==> src/rtl/tlb_maint_pkg.sv <==
// Shared definitions for the TLB maintenance sequencer: op codes, FSM state
// encoding and default sizing.
package tlb_maint_pkg;

  localparam int TLBNUM_DEF = 16;
  localparam int IDX_W_DEF  = 4;

  localparam logic [1:0] TLBOP_P      = 2'd0;
  localparam logic [1:0] TLBOP_R      = 2'd1;
  localparam logic [1:0] TLBOP_WI     = 2'd2;
  localparam logic [1:0] TLBOP_INVALL = 2'd3;

  typedef enum logic [2:0] {
    ST_IDLE    = 3'd0,
    ST_PROBE   = 3'd1,
    ST_READ    = 3'd2,
    ST_WRITE   = 3'd3,
    ST_SWEEP   = 3'd4,
    ST_REFETCH = 3'd5,
    ST_DONE    = 3'd6
  } tlb_maint_state_e;

endpackage

==> src/rtl/tlb_maint_ctrl_if.sv <==
// Command handshake and TLB port bundle between pipeline, maintenance
// sequencer and TLB array. The controller uses the slave modport.
interface tlb_maint_ctrl_if
  import tlb_maint_pkg::*;
#(
  parameter int IDX_W = IDX_W_DEF
);

  logic             op_valid;
  logic [1:0]       op_code;
  logic [IDX_W-1:0] op_index;
  logic             op_ready;
  logic             op_done;
  logic             flush;
  logic             busy;

  logic             s1_req;
  logic             s1_found;
  logic [IDX_W-1:0] s1_index;
  logic             probe_found;
  logic [IDX_W-1:0] probe_index;

  logic             we;
  logic [IDX_W-1:0] w_index;
  logic             w_clear;
  logic [IDX_W-1:0] r_index;
  logic             r_latch;
  logic             refetch_req;

  modport slave (
    input  op_valid, op_code, op_index, flush, s1_found, s1_index,
    output op_ready, op_done, busy, s1_req, probe_found, probe_index,
           we, w_index, w_clear, r_index, r_latch, refetch_req
  );

  modport master (
    output op_valid, op_code, op_index, flush, s1_found, s1_index,
    input  op_ready, op_done, busy, s1_req, probe_found, probe_index,
           we, w_index, w_clear, r_index, r_latch, refetch_req
  );

endinterface

==> src/rtl/tlb_sweep_cnt.sv <==
// Entry counter for the INVALL sweep: counts 0..TLBNUM-1 while enabled and
// flags the final entry so the sequencer can leave the sweep.
module tlb_sweep_cnt
  import tlb_maint_pkg::*;
#(
  parameter int TLBNUM = TLBNUM_DEF,
  parameter int IDX_W  = IDX_W_DEF
) (
  input  logic             clk,
  input  logic             resetn,
  input  logic             en_i,
  input  logic             clr_i,
  output logic [IDX_W-1:0] cnt_o,
  output logic             last_o
);

  logic [IDX_W-1:0] cnt_q, cnt_d;

  assign last_o = (cnt_q == IDX_W'(TLBNUM - 1));
  assign cnt_o  = cnt_q;

  always_comb begin
    cnt_d = cnt_q;
    if (clr_i) begin
      cnt_d = '0;
    end else if (en_i) begin
      cnt_d = last_o ? '0 : cnt_q + IDX_W'(1);
    end
  end

  always_ff @(posedge clk or negedge resetn) begin
    if (!resetn) begin
      cnt_q <= '0;
    end else begin
      cnt_q <= cnt_d;
    end
  end

endmodule

==> src/rtl/tlb_maint_ctrl.sv <==
// TLB maintenance sequencer: runs TLBP/TLBR/TLBWI/INVALL one at a time onto the
// TLB ports. Define TLB_MAINT_SWEEP_EN to build the INVALL sweep; otherwise INVALL is a no-op.
//
// state   | meaning
// IDLE    | ready for a command
// PROBE   | owns search port 1, captures hit result
// READ    | read port at idx_q, CP0 latches data
// WRITE   | write port at idx_q
// SWEEP   | clears entry cnt each cycle (INVALL)
// REFETCH | refetch pulse plus completion
// DONE    | completion without refetch
module tlb_maint_ctrl
  import tlb_maint_pkg::*;
#(
  parameter int TLBNUM = TLBNUM_DEF,
  parameter int IDX_W  = IDX_W_DEF
) (
  input logic             clk,
  input logic             resetn,
  tlb_maint_ctrl_if.slave bus
);

  if (IDX_W != $clog2(TLBNUM)) begin : g_bad_idx_w
    $error("tlb_maint_ctrl: IDX_W must equal clog2(TLBNUM)");
  end

  tlb_maint_state_e state_q, state_d;
  logic [IDX_W-1:0] idx_q, idx_d;
  logic             probe_found_q, probe_found_d;
  logic [IDX_W-1:0] probe_index_q, probe_index_d;

  logic             op_ready;
  logic             op_done;
  logic             s1_req;
  logic             we;
  logic             w_clear;
  logic [IDX_W-1:0] w_index;
  logic             r_latch;
  logic             refetch_req;
  logic             accept;

`ifdef TLB_MAINT_SWEEP_EN
  logic [IDX_W-1:0] cnt;
  logic             cnt_last;

  tlb_sweep_cnt #(
    .TLBNUM (TLBNUM),
    .IDX_W  (IDX_W)
  ) u_sweep_cnt (
    .clk    (clk),
    .resetn (resetn),
    .en_i   (state_q == ST_SWEEP),
    .clr_i  (state_q == ST_IDLE),
    .cnt_o  (cnt),
    .last_o (cnt_last)
  );
`endif

  // A flush in IDLE must not let a command slip in behind the redirect.
  assign op_ready = (state_q == ST_IDLE) && !bus.flush;
  assign accept   = bus.op_valid && op_ready;

  always_comb begin
    state_d       = state_q;
    idx_d         = idx_q;
    probe_found_d = probe_found_q;
    probe_index_d = probe_index_q;
    op_done       = 1'b0;
    s1_req        = 1'b0;
    we            = 1'b0;
    w_clear       = 1'b0;
    w_index       = idx_q;
    r_latch       = 1'b0;
    refetch_req   = 1'b0;

    case (state_q)
      ST_IDLE: begin
        if (accept) begin
          idx_d = bus.op_index;
          case (bus.op_code)
            TLBOP_P:  state_d = ST_PROBE;
            TLBOP_R:  state_d = ST_READ;
            TLBOP_WI: state_d = ST_WRITE;
            default: begin
`ifdef TLB_MAINT_SWEEP_EN
              state_d = ST_SWEEP;
`else
              state_d = ST_DONE;
`endif
            end
          endcase
        end
      end

      ST_PROBE: begin
        s1_req = 1'b1;
        // A probe is the only command that can still be cancelled.
        if (bus.flush) begin
          state_d = ST_IDLE;
        end else begin
          probe_found_d = bus.s1_found;
          probe_index_d = bus.s1_index;
          state_d       = ST_DONE;
        end
      end

      ST_READ: begin
        r_latch = 1'b1;
        state_d = ST_REFETCH;
      end

      ST_WRITE: begin
        we      = 1'b1;
        state_d = ST_REFETCH;
      end

      ST_SWEEP: begin
`ifdef TLB_MAINT_SWEEP_EN
        we      = 1'b1;
        w_clear = 1'b1;
        w_index = cnt;
        if (cnt_last) begin
          state_d = ST_REFETCH;
        end
`else
        state_d = ST_IDLE;
`endif
      end

      ST_REFETCH: begin
        refetch_req = 1'b1;
        op_done     = 1'b1;
        state_d     = ST_IDLE;
      end

      ST_DONE: begin
        op_done = 1'b1;
        state_d = ST_IDLE;
      end

      default: state_d = ST_IDLE;
    endcase
  end

  always_ff @(posedge clk or negedge resetn) begin
    if (!resetn) begin
      state_q       <= ST_IDLE;
      idx_q         <= '0;
      probe_found_q <= 1'b0;
      probe_index_q <= '0;
    end else begin
      state_q       <= state_d;
      idx_q         <= idx_d;
      probe_found_q <= probe_found_d;
      probe_index_q <= probe_index_d;
    end
  end

  assign bus.op_ready    = op_ready;
  assign bus.op_done     = op_done;
  assign bus.busy        = (state_q != ST_IDLE);
  assign bus.s1_req      = s1_req;
  assign bus.probe_found = probe_found_q;
  assign bus.probe_index = probe_index_q;
  assign bus.we          = we;
  assign bus.w_index     = w_index;
  assign bus.w_clear     = w_clear;
  assign bus.r_index     = idx_q;
  assign bus.r_latch     = r_latch;
  assign bus.refetch_req = refetch_req;

endmodule

==> src/flat_wrapper.sv <==
// flat-port wrapper written by rule: the top's interface ports become plain ports
module tlb_maint_ctrl_flat import tlb_maint_pkg::*;
#(
  parameter int TLBNUM = TLBNUM_DEF,
  parameter int IDX_W  = IDX_W_DEF
)
  (clk, resetn, bus_op_valid, bus_op_code, bus_op_index, bus_flush, bus_s1_found, bus_s1_index, bus_op_ready, bus_op_done, bus_busy, bus_s1_req, bus_probe_found, bus_probe_index, bus_we, bus_w_index, bus_w_clear, bus_r_index, bus_r_latch, bus_refetch_req);
  tlb_maint_ctrl_if #(.IDX_W(IDX_W)) bus_i ();
  input logic clk;
  input logic resetn;
  input wire logic [$bits(bus_i.op_valid)-1:0] bus_op_valid;
  input wire logic [$bits(bus_i.op_code)-1:0] bus_op_code;
  input wire logic [$bits(bus_i.op_index)-1:0] bus_op_index;
  input wire logic [$bits(bus_i.flush)-1:0] bus_flush;
  input wire logic [$bits(bus_i.s1_found)-1:0] bus_s1_found;
  input wire logic [$bits(bus_i.s1_index)-1:0] bus_s1_index;
  output wire logic [$bits(bus_i.op_ready)-1:0] bus_op_ready;
  output wire logic [$bits(bus_i.op_done)-1:0] bus_op_done;
  output wire logic [$bits(bus_i.busy)-1:0] bus_busy;
  output wire logic [$bits(bus_i.s1_req)-1:0] bus_s1_req;
  output wire logic [$bits(bus_i.probe_found)-1:0] bus_probe_found;
  output wire logic [$bits(bus_i.probe_index)-1:0] bus_probe_index;
  output wire logic [$bits(bus_i.we)-1:0] bus_we;
  output wire logic [$bits(bus_i.w_index)-1:0] bus_w_index;
  output wire logic [$bits(bus_i.w_clear)-1:0] bus_w_clear;
  output wire logic [$bits(bus_i.r_index)-1:0] bus_r_index;
  output wire logic [$bits(bus_i.r_latch)-1:0] bus_r_latch;
  output wire logic [$bits(bus_i.refetch_req)-1:0] bus_refetch_req;
  assign bus_i.op_valid = bus_op_valid;
  assign bus_i.op_code = bus_op_code;
  assign bus_i.op_index = bus_op_index;
  assign bus_i.flush = bus_flush;
  assign bus_i.s1_found = bus_s1_found;
  assign bus_i.s1_index = bus_s1_index;
  assign bus_op_ready = bus_i.op_ready;
  assign bus_op_done = bus_i.op_done;
  assign bus_busy = bus_i.busy;
  assign bus_s1_req = bus_i.s1_req;
  assign bus_probe_found = bus_i.probe_found;
  assign bus_probe_index = bus_i.probe_index;
  assign bus_we = bus_i.we;
  assign bus_w_index = bus_i.w_index;
  assign bus_w_clear = bus_i.w_clear;
  assign bus_r_index = bus_i.r_index;
  assign bus_r_latch = bus_i.r_latch;
  assign bus_refetch_req = bus_i.refetch_req;
  tlb_maint_ctrl #(.TLBNUM(TLBNUM), .IDX_W(IDX_W)) u_core (.clk(clk), .resetn(resetn), .bus(bus_i));
endmodule
==> config.mk <==
export PLATFORM = sky130hd
export DESIGN_NAME = tlb_maint_ctrl_flat
export DESIGN_NICKNAME = d
export VERILOG_FILES = /design/src/rtl/tlb_maint_pkg.sv /design/src/rtl/tlb_maint_ctrl_if.sv /design/src/rtl/tlb_sweep_cnt.sv /design/src/rtl/tlb_maint_ctrl.sv /design/src/flat_wrapper.sv
export SDC_FILE = /design/constraint.sdc
export NUM_CORES = 1
export LEC_CHECK = 0
export CORE_MARGIN = 4
export CORE_UTILIZATION = 32
export DETAILED_ROUTE_END_ITERATION = 10
export GPL_TIMING_DRIVEN = 0
export HOLD_SLACK_MARGIN = 0.15
export PLACE_DENSITY = 0.73
export RECOVER_POWER = 50
export SETUP_SLACK_MARGIN = 0.4
export SYNTH_ARGS = -nofsm -noshare
export SYNTH_HDL_FRONTEND = slang
export SYNTH_HIERARCHICAL = 1
export SYNTH_SLANG_ARGS = --single-unit
==> constraint.sdc <==
create_clock -name clk -period 1.3 [get_ports clk]
set_input_delay 0.13 -clock clk [delete_from_list [all_inputs] [get_ports clk]]
set_output_delay 0.13 -clock clk [all_outputs]
set_load 0.02 [all_outputs]
# After elaboration in Yosys (flattened, before gate mapping)
# Index checks and enable logic that the tools add are counted.
# totals
regBits	12
in_bits	15
output_inout_bits	21
word_cells	32
# classes
eq_ne	8
n_mux	9
bitwise	1
reduce_logical	10
# ops
op	count
$pmux W3 S3	2
$eq A3 B2 Y1 const B	2
$eq A3 B3 Y1 const B	2
$mux W3	2
$mux W1	5
$reduce_and A2 Y1	2
$reduce_or A2 Y1	2
$eq A3 B1 Y1 const B	1
$logic_not A3 Y1	1
$reduce_bool A3 Y1	1
$eq A2 B1 Y1 const B	1
$eq A2 B2 Y1 const B	1
$logic_and A1 B1 Y1	2
$logic_not A2 Y1	1
$ne A2 B1 Y1 const B	1
$logic_not A1 Y1	1
$not A1 Y1	1

# Longest topological paths before layout
# logic_depth
word_depth	5
mapped_depth	3
mapped_depth_nobuf	3

# Worst setup path after synthesis
# Ideal clock, no wire load.
# synth_path
kind	reg-to-reg
start	reg u_core.state_q[1]
end	reg u_core.idx_q[0] (netlist: u_core/bus.r_index[0])
setup_time_ns	0.125
arrival_ns	1.385
required_time_ns	1.175
slack_ns	-0.210
stages_incl_launch_ff	4
n_path_buf	0
period_less_slack_ns	1.510
path_cell_list	dfrtp_1 > nor4_4 > nand2_2 > mux2_4
# synth_via
elab_chain_len	4
# synth_rtl
element	line	text
start: declaration	tlb_maint_ctrl.sv:27	tlb_maint_state_e state_q, state_d;
start signal: assignment	tlb_maint_ctrl.sv:152	state_q <= state_d;
$logic_not A3 Y1	tlb_maint_ctrl.sv:60	assign op_ready = (state_q == ST_IDLE) && !bus.flush;
$logic_and A1 B1 Y1	tlb_maint_ctrl.sv:60	
net bus_op_ready	flat_wrapper.sv:17	output wire logic [$bits(bus_i.op_ready)-1:0] bus_op_ready;
$logic_and A1 B1 Y1	tlb_maint_ctrl.sv:61	assign accept = bus.op_valid && op_ready;
$reduce_and A2 Y1 (no line)	-	
end signal: assignment	tlb_maint_ctrl.sv:153	idx_q <= idx_d;
end: declaration	tlb_maint_ctrl.sv:28	logic [IDX_W-1:0] idx_q, idx_d;
# The timed path passes the listed nets, and every way through them passes these cells.
# A chain may end at the register's enable or synchronous reset.

# Final worst setup path
# layout_path
start	reg u_core.state_q[0]
end	reg u_core.probe_index_q[3] (netlist: u_core/bus.probe_index[3])
# layout_via
elab_chain_len	2
# layout_rtl
element	line	text
$eq A3 B1 Y1	tlb_maint_ctrl.sv:76	case (state_q)
$reduce_and A2 Y1 (no line)	-	
end signal: assignment	tlb_maint_ctrl.sv:155	probe_index_q <= probe_index_d;
end: declaration	tlb_maint_ctrl.sv:30	logic [IDX_W-1:0] probe_index_q, probe_index_d;
# No other way between the ends.

==> flow_summary.json <==
{
  "yosys.area.top_type": "dfrtp_1",
  "setup_viol": 14,
  "pwr-share-seq_pct": 27.3,
  "power.switching_w": 0.000948,
  "synth-simple-area-share_pct": 16.9,
  "cp.required_ps": 1460,
  "synthCells": 48,
  "final_cell_mix": "buf_6, clkdlybuf4s50_1, buf_4",
  "fp.dieW_um": 51.2,
  "dr.pass1.iters": 2,
  "r2r_setup_slack_ps": -90,
  "synth-seq-area-share_pct": 50.2,
  "wl_um": 1740,
  "max_freq_mhz": 719,
  "final_cells": 127,
  "final_common_cell": "buf_6",
  "dpl_cell_area_um2": 996,
  "dr.first_iter.drc_count": 1,
  "worst_pin_slew_ps": 556,
  "cts_buffers": 3,
  "antenna_found_initial": 0,
  "worstPathMaxFanout": 6,
  "cp-start-kind": "register",
  "antenna_left": 0,
  "final_cell_area_um2": 1240,
  "failed_checks": "negative setup slack",
  "rows": 15,
  "hold_buffers": 0,
  "synthMuxAreaShare_pct": 19.5,
  "htree_num_levels": 1,
  "status": "finished with violations",
  "drive_gt1_share_pct": 65.7,
  "min_period_ps": 1390,
  "netlist.area_leader.share_pct": 50.2,
  "powerDensity_nw_per_um2": 2100,
  "max_slew_margin_pct": 62.8,
  "syn-num-nets": 63,
  "synth-seq-cells": 12,
  "io_pins": 36,
  "swShare_pct": 36.4,
  "pwr-share-clk_pct": 9.1,
  "final.setup_skew_ps": 5.11,
  "cts_tree": "done",
  "num_antenna_cells": 0,
  "cts_root_buf": "clkbuf_4",
  "yosys.area_share.xor_xnor_pct": 0,
  "vias": 566,
  "r2r-start": "u_core/state_q[0]$_DFFE_PN0P_",
  "synth_fa_ha_area_share_pct": 0,
  "place_inst": 107,
  "cap_viol_max_count": 0,
  "synth-compound-area-share_pct": 5.23,
  "track_usage_pct": 13.3,
  "start_util_pct": 34.3,
  "fillers": 140,
  "synth_top_family_by_area": "multiplexers",
  "die_y_um": 51.2,
  "gp_congestion": 0.690,
  "final_nets": 118,
  "intPower_w": 0.00166,
  "cp_data_arrival_time_ps": 1550,
  "finalHoldViolCount": 0,
  "synth_area_leaders": "dfrtp_1, mux2_4, mux2_2",
  "grt_pass1_wl_um": 2570,
  "die_area_um2": 2620,
  "clk_latency_ps": 270,
  "finalWorstSetupSlack_ps": -91.3,
  "routed_via_density": 4.46,
  "rsz0062_at_grt": "true",
  "p_leak_nw": 0.575,
  "clockBufferDepth": 2,
  "dp_hpwl_um": 1120,
  "first_global_vias": 543,
  "core_area_um2": 1750,
  "p_comb_share_pct": 63.6,
  "syn-cell-area_um2": 598,
  "critical_path_class": "register to register",
  "worstSetupEndpointType": "register",
  "preCtsSetupSlack_ps": -550,
  "period_share_pct": 107,
  "yosysWarnings": 6,
  "wl_per_cell_um": 13.7,
  "grt_max_degree": 13,
  "final_max_slew_viol_count": 0,
  "avgSynthCellArea_um2": 12.5,
  "crit_start": "u_core/state_q[0]$_DFFE_PN0P_",
  "synth_cell_types": 20,
  "area_growth_pct": 107,
  "numPortBuffers": 34,
  "overflow": 0,
  "p_total_w": 0.00260,
  "drcViolationCount": 0,
  "irDropWorstVdd_v": 0.00144,
  "worst_r2r_path_depth": 5,
  "clock-sinks": 12,
  "path_clk_slew_ps": 70,
  "hp-class": "primary input to async pin"
}
-- synth_stat cells, drive strengths merged --
cell type,count
a2111oi,1
a21oi,2
and3,2
buf,5
conb,1
dfrtp,12
inv,2
mux2,9
nand2,2
nand2b,1
nand3,1
nor2,4
nor3,1
nor4,1
nor4b,1
o21a,1
o21ai,1
or3,1
-- final timing paths --
kind                                                               to
worst max-delay path            u_core/bus.probe_index[3]$_DFFE_PN0P_
worst min-delay path               u_core/bus.probe_found$_DFFE_PN0P_
worst max register to register  u_core/bus.probe_index[3]$_DFFE_PN0P_
worst min register to register          u_core/state_q[1]$_DFFE_PN0P_
max in group asynchronous               u_core/state_q[0]$_DFFE_PN0P_
min in group clk                        u_core/state_q[1]$_DFFE_PN0P_
-- sequential cells by signal, indices dropped and copies added, names as in the netlist --
register and count:
u_core/bus.probe_index 4, u_core/bus.r_index 4, u_core/state_q 3, u_core/bus.probe_found 1
-- cells by family after synthesis --
logic type | Yosys count
other | 1
and+or+nand+nor | 14
muxes | 9
buffers and inverters | 7
AOI/OAI and AO/OA | 5
DFF | 12
-- power by group through the flow --
stage / clock network (W) / logic [W] / registers, W
after global placement: 0 / 0.00125 / 0.000666
final: 0.000237 / 0.00166 / 0.000712
after global routing: 0.000268 / 0.00174 / 0.000736
after floorplan: 0 / 0.000515 / 0.000834
after CTS: 0.000251 / 0.00159 / 0.000710
after detailed placement: 0 / 0.00126 / 0.000679
-- through the flow --
stage / setup TNS, ps / hold slack [ps] / util [%]
6_report: -885 / 285 / 70.9
5_1_grt: -1820 / 313 / 70.9
4_1_cts: -721 / 224 / 68.3
3_5_place_dp: -5330 / 497 / 57.1
3_3_place_gp: -5050 / 491 / 57.1
2_1_floorplan: -1450 / -166 / -
-- per-layer routing --
metal  up-vias  global-route usage, %  wire, um
li1        272                      -         -
met4         0                   1.31         0
met3         0                   5.25       124
met1       270                   14.3       647
met2        24                   25.1       968
met5         -                      0         0
-- layout make-up --
cell class / instances / area, um^2 / area share, %
plain buffers: 5 / 52.6 / 4.25
repair buffers: 50 / 490 / 39.6
clock buffers: 4 / 26.3 / 2.12
well taps: 25 / 31.3 / 2.53
multi-input cells: 29 / 323 / 26.1
flip-flops and latches: 12 / 304 / 24.6
inverters: 2 / 10.0 / 0.809
-- worst max-delay path, cell delays in order, from the launching register on --
cell      delay [ps]
dfrtp_2          450
buf_6            130
nand2b_4          90
nor3_4           160
buf_6            140
mux2_4           300
-- timing repair --
action / 4_1_cts / 5_1_grt
gates cloned: 0 / 0
setup buffers: 11 / 5
endpoints found under the setup margin: 32 / 32
pin swaps: 2 / 1
gates resized for setup: 138 / 5
Note: power is estimated with default switching activity, not from simulation.
